### src/rtl/encrypt.sv
// LWE encryption: sums the public-key rows picked by subset mod q, then adds plaintext*delta to entry 0.
// Ciphertext entries leave in row order, one per ct_valid/ct_ready handshake.
module encrypt #(
  parameter int PLAINTEXT_MODULUS  = 64,
  parameter int PLAINTEXT_WIDTH    = 6,
  parameter int CIPHERTEXT_MODULUS = 1024,
  parameter int CIPHERTEXT_WIDTH   = 10,
  parameter int DIMENSION          = 1,
  parameter int BIG_N              = 30
) (
  input  logic                        clk,
  input  logic                        rst_n,
  input  logic                        start,
  input  logic [PLAINTEXT_WIDTH-1:0]  plaintext,
  input  logic [BIG_N-1:0]            subset,
  input  logic [CIPHERTEXT_WIDTH-1:0] pk_entry,
  input  logic                        pk_valid,
  output logic                        pk_ready,
  output logic [CIPHERTEXT_WIDTH-1:0] ct_entry,
  output logic [DIMENSION:0]          ct_row,
  output logic                        ct_valid,
  input  logic                        ct_ready,
  output logic                        busy,
  output logic                        done
);

  localparam int CW   = CIPHERTEXT_WIDTH;
  localparam int PW   = PLAINTEXT_WIDTH;
  localparam int NE   = DIMENSION + 1;
  localparam int ROWW = DIMENSION + 1;
  localparam int RW   = (BIG_N > 1) ? $clog2(BIG_N) : 1;
  localparam int EW   = (DIMENSION > 0) ? $clog2(DIMENSION + 1) : 1;
  localparam logic [CW-1:0] DELTA = CW'(CIPHERTEXT_MODULUS / PLAINTEXT_MODULUS);

  typedef enum logic [1:0] {IDLE, ACCUM, EMIT, DONE} state_t;

  state_t            state_q;
  logic [PW-1:0]     pt_q;
  logic [BIG_N-1:0]  subset_q;
  logic [CW-1:0]     acc_q [NE];
  logic [CW-1:0]     acc_d [NE];
  logic [RW-1:0]     row_cnt_q;
  logic [EW-1:0]     entry_cnt_q;
  logic [EW-1:0]     k_q;
  logic [EW-1:0]     k_d;
  logic              pk_ready_q;
  logic              ct_valid_q;
  logic [CW-1:0]     ct_entry_q;
  logic [ROWW-1:0]   ct_row_q;
  logic              busy_q;
  logic              done_q;

  logic              pk_beat;
  logic              last_entry;
  logic              last_beat;
  logic [CW-1:0]     pt_ext;
  logic [CW-1:0]     m_delta;

  assign pk_beat    = (state_q == ACCUM) && pk_valid && pk_ready_q;
  assign last_entry = (entry_cnt_q == EW'(DIMENSION));
  assign last_beat  = pk_beat && last_entry && (row_cnt_q == RW'(BIG_N - 1));
  assign pt_ext     = {{(CW-PW){1'b0}}, pt_q};
  assign m_delta    = pt_ext * DELTA;
  assign k_d        = k_q + EW'(1);

  // Next accumulator image; the message term is folded into entry 0 on the final beat.
  always_comb begin
    acc_d = acc_q;
    if (pk_beat && subset_q[row_cnt_q]) begin
      acc_d[entry_cnt_q] = acc_q[entry_cnt_q] + pk_entry;
    end
    if (last_beat) begin
      acc_d[0] = acc_d[0] + m_delta;
    end
  end

  always_ff @(posedge clk or negedge rst_n) begin
    if (!rst_n) begin
      state_q     <= IDLE;
      pt_q        <= '0;
      subset_q    <= '0;
      for (int i = 0; i < NE; i++) acc_q[i] <= '0;
      row_cnt_q   <= '0;
      entry_cnt_q <= '0;
      k_q         <= '0;
      pk_ready_q  <= 1'b0;
      ct_valid_q  <= 1'b0;
      ct_entry_q  <= '0;
      ct_row_q    <= '0;
      busy_q      <= 1'b0;
      done_q      <= 1'b0;
    end else begin
      case (state_q)
        IDLE: begin
          if (start) begin
            pt_q        <= plaintext;
            subset_q    <= subset;
            for (int i = 0; i < NE; i++) acc_q[i] <= '0;
            row_cnt_q   <= '0;
            entry_cnt_q <= '0;
            k_q         <= '0;
            pk_ready_q  <= 1'b1;
            busy_q      <= 1'b1;
            state_q     <= ACCUM;
          end
        end
        ACCUM: begin
          if (pk_beat) begin
            acc_q <= acc_d;
            if (last_entry) begin
              entry_cnt_q <= '0;
              row_cnt_q   <= row_cnt_q + RW'(1);
            end else begin
              entry_cnt_q <= entry_cnt_q + EW'(1);
            end
            if (last_beat) begin
              row_cnt_q  <= '0;
              pk_ready_q <= 1'b0;
              ct_valid_q <= 1'b1;
              ct_entry_q <= acc_d[0];
              ct_row_q   <= '0;
              k_q        <= '0;
              state_q    <= EMIT;
            end
          end
        end
        EMIT: begin
          // Presented entry only moves on a completed handshake.
          if (ct_ready) begin
            if (k_q == EW'(DIMENSION)) begin
              ct_valid_q <= 1'b0;
              ct_entry_q <= '0;
              ct_row_q   <= '0;
              k_q        <= '0;
              done_q     <= 1'b1;
              state_q    <= DONE;
            end else begin
              k_q        <= k_d;
              ct_row_q   <= ROWW'(k_d);
              ct_entry_q <= acc_q[k_d];
            end
          end
        end
        DONE: begin
          done_q  <= 1'b0;
          busy_q  <= 1'b0;
          state_q <= IDLE;
        end
        default: state_q <= IDLE;
      endcase
    end
  end

  assign pk_ready = pk_ready_q;
  assign ct_valid = ct_valid_q;
  assign ct_entry = ct_entry_q;
  assign ct_row   = ct_row_q;
  assign busy     = busy_q;
  assign done     = done_q;

  assert property (@(posedge clk) disable iff (!rst_n)
    ct_valid_q && !ct_ready |=> ct_valid_q && $stable(ct_entry_q) && $stable(ct_row_q));
  assert property (@(posedge clk) disable iff (!rst_n) done_q |=> !done_q);

endmodule
### config.mk
export PLATFORM = sky130hd
export DESIGN_NAME = encrypt
export DESIGN_NICKNAME = d
export VERILOG_FILES = /design/src/rtl/encrypt.sv
export SDC_FILE = /design/constraint.sdc
export NUM_CORES = 1
export LEC_CHECK = 0
export CAP_MARGIN = 40
export CORE_MARGIN = 2
export CORE_UTILIZATION = 46
export DETAILED_ROUTE_END_ITERATION = 6
export PLACE_DENSITY_LB_ADDON = 0.3
export SLEW_MARGIN = 30
export SYNTH_ARGS = -nofsm -noshare
export SYNTH_HDL_FRONTEND = slang
export SYNTH_SLANG_ARGS = --single-unit
### constraint.sdc
create_clock -name clk -period 5.6 [get_ports clk]
set_input_delay 0.56 -clock clk [delete_from_list [all_inputs] [get_ports clk]]
set_output_delay 0.56 -clock clk [all_outputs]
set_load 0.1 [all_outputs]
==> reports/results.txt <==
Switch Pwr = 232 µW
Vias in the first global route = 3738
Inst Count DP = 633
Reg2Reg Setup Slack = 1450 ps
Flop pwr share = 57.1%
Final cell count without fillers = 648
Pwr/cell area = 176 nW/µm²
Mapped Area = 4630 µm²
Final hold violation count = 0
Setup crit end kind = flip-flop
Peak supply drop = 0.188 mV
Final Cycle Share = 74.1%
Synth top area cells = dfrtp_1 (43%), mux2_2 (11%), ha_1 (5.7%), nand2_1 (3.6%), mux2i_1 (3.5%)
Fmax achieved = 241 MHz
GRT Total Usage = 20.6%
First drt pass iteration count = 4
Row cnt = 36
CP Class = flip-flop to flip-flop
Post-CTS sizing = 0
WL final = 10500 µm
M1 GR Usage = 27.1%
Combinational Power Share = 6.3%
Synthesis warning total = 0
Worst Max-Slew Pin Slew = 773 ps
Placer Congestion = 0.864
Met2 usage = 34.3%
CTS root buf = clkbuf_8
DRC viols = 0
Worst-path fanout max = 19
Die extent in y = 104 µm
CTS tree = done
Hold WS = 216 ps
Post-synth EDFFs = 0
Layout area overhead = 24.2%
Count leader, synth = dfrtp_1
Int Pwr = 779 µW
Initial core utilization = 47.4%
Via-per-instance ratio = 5.59
Post-CTS Hold Fix Bufs = 0
Net Sw Frac = 22.9%
Congestion Overflow GR = 0
CTS buffer count = 9
I/O pin cnt = 67
RSZ-0062 raised after global routing = no
Ys flop type = dfrtp_1
Slew Viols, Final = 0
Die area = 10900 µm²
Final Power = 1010 µW
1st-iter DRT viols = 221
Sink Count = 80
Worst Skew = 6.17 ps
Final HPWL DP = 7740 µm
Synthesized area per cell = 10.6 µm²
Fill cells = 832
Longest Clk Path Bufs = 2
Fin Setup TNS = 0 ps
MaxCap Viol Count = 0
HP Class = input pin to asynchronous set/reset pin
Seq cells post-synth = 80
Later-pin clock latency in the skew report = 350 ps
Crit path required time = 5830 ps
Met3 GRT Util = 4.89%
Clock power share = 36.6%
First-pass GRT wire length = 18100 µm
Final ANT Viol Nets = 0
Placeable core area = 9770 µm²
Post-synthesis sequential area ratio = 43.2%
Layout Nets = 586
Top-area cell type share of the netlist area = 43.2%
Fin crit period = 4150 ps
Routed len/inst = 16.2 µm
Synth top cells by count = dfrtp_1 (80), mux2_2 (45), nand2_1 (45), o21ai_0 (23)
Count of final setup violators = 0
Synth area leader = dfrtp_1
H-tree lvl count = 3
CP arrival = 4380 ps
Postcts setup bufs = 0
Initial antenna violation count = 0
Rel. slew slack = 47.1%
Leakage power total = 0.00267 µW
Vias = 3624
Largest net degree at the start of global routing = 81
CP startpoint kind = flip-flop
Outcome = finished clean
IO Port Bufs = 65
CTS clock-pin slew for the worst setup and hold paths = 80 ps
GR peak layer = met2
Mapped Nets = 512
Antenna cells = 0
Share of cells above drive strength 1 = 17.7%
Async set-reset flop share out of synthesis = 100%
Yosys cell types = 62
Die Span X = 104 µm
Mapped Cells = 438
## through the flow
| step | instance area, µm² | worst slack [ps] | util (%) |
|---|---|---|---|
| floorplan | 4630 | 1660 | - |
| global placement | 5320 | 1310 | 54.4 |
| detailed placement | 5580 | 1180 | 57.0 |
| CTS | 5740 | 1180 | 58.7 |
| global route | 5750 | 1190 | 58.8 |
| finish | 5750 | 1450 | 58.8 |
## area by class of cell
cell class | count | area, µm² | share of cell area [%]
Clock buffer | 10 | 138 | 2.39
Clock inverter | 4 | 22.5 | 0.392
Inverter | 19 | 71.3 | 1.24
Multi-Input combinational cell | 320 | 2430 | 42.2
Sequential cell | 80 | 2000 | 34.8
Tap cell | 133 | 166 | 2.89
Timing Repair Buffer | 82 | 925 | 16.1
## state kept, by name, indices dropped and copies added, names as in the netlist, 2 cells and up
register and count:
state_q 2, row_cnt_q 5, pt_q 6, ct_entry 10, acc_q 20, subset_q 30
## power by group through the flow
stage               Combinational, µW  Sequential (µW)  Clock [µW]
floorplan                        14.7              589           0
global placement                 64.0              589           0
detailed placement               65.2              589           0
CTS                              65.2              577         379
global route                     70.4              577         402
finish                           63.7              577         370
## cell families after synthesis
family | share of synthesized area [%]
adders and majority gates | 6.54
buffers and inverters | 4.38
other | 0.0810
and+or+nand+nor | 11.8
muxes | 15.9
DFF | 43.2
xor gates and xnor gates | 2.46
AOI/OAI and AO/OA | 15.6
## layer usage
| metal | share of wire (%) | wire length, µm |
|---|---|---|
| met2 | 49 | 5190 |
| met3 | 6.3 | 666 |
| met5 | 0 | 0 |
| met4 | 1.3 | 140 |
| met1 | 43 | 4510 |
## critical path, cell delays in order, from the launching register on
cell and delay, ps:
dfrtp_1 440, buf_8 210, mux2_2 350, ha_1 210
fa_1 410, a21oi_1 190, o21ai_0 140, a21oi_1 170
xnor2_1 100, and2_1 190, a21o_1 180, ha_1 290
a21oi_1 150, nand2_1 100, a21o_1 180, a21oi_1 240
mux2i_1 270, o31a_1 140, o21ai_1 60
## cell usage in the layout, fill, tap and decap left out, drive strengths merged, types with 3 or more instances in the layout
| cell type | instances |
|---|---|
| a21o | 4 |
| a21oi | 23 |
| a22o | 13 |
| a22oi | 5 |
| and2 | 5 |
| and3 | 7 |
| buf | 18 |
| clkbuf | 10 |
| clkdlybuf4s50 | 64 |
| clkinv | 3 |
| dfrtp | 80 |
| ha | 21 |
| inv | 19 |
| mux2 | 47 |
| mux2i | 16 |
| nand2 | 46 |
| nand2b | 5 |
| nand3 | 11 |
| nor2 | 16 |
| nor2b | 5 |
| nor3 | 9 |
| nor4 | 3 |
| o21ai | 33 |
| o41ai | 3 |
| xnor2 | 6 |
| xor2 | 7 |
## final timing paths
kind	from	end	cells after the start
max in group asynchronous	rst_n	pt_q[1]	1
min reg2reg	ct_entry[2]	ct_entry[2]	1
max	entry_cnt_q	acc_q[19]	18
min in group clk	ct_entry[2]	ct_entry[2]	1
min	rst_n	subset_q[16]	1
max reg2reg	entry_cnt_q	acc_q[19]	18
(Power assumes the default switching activity.)
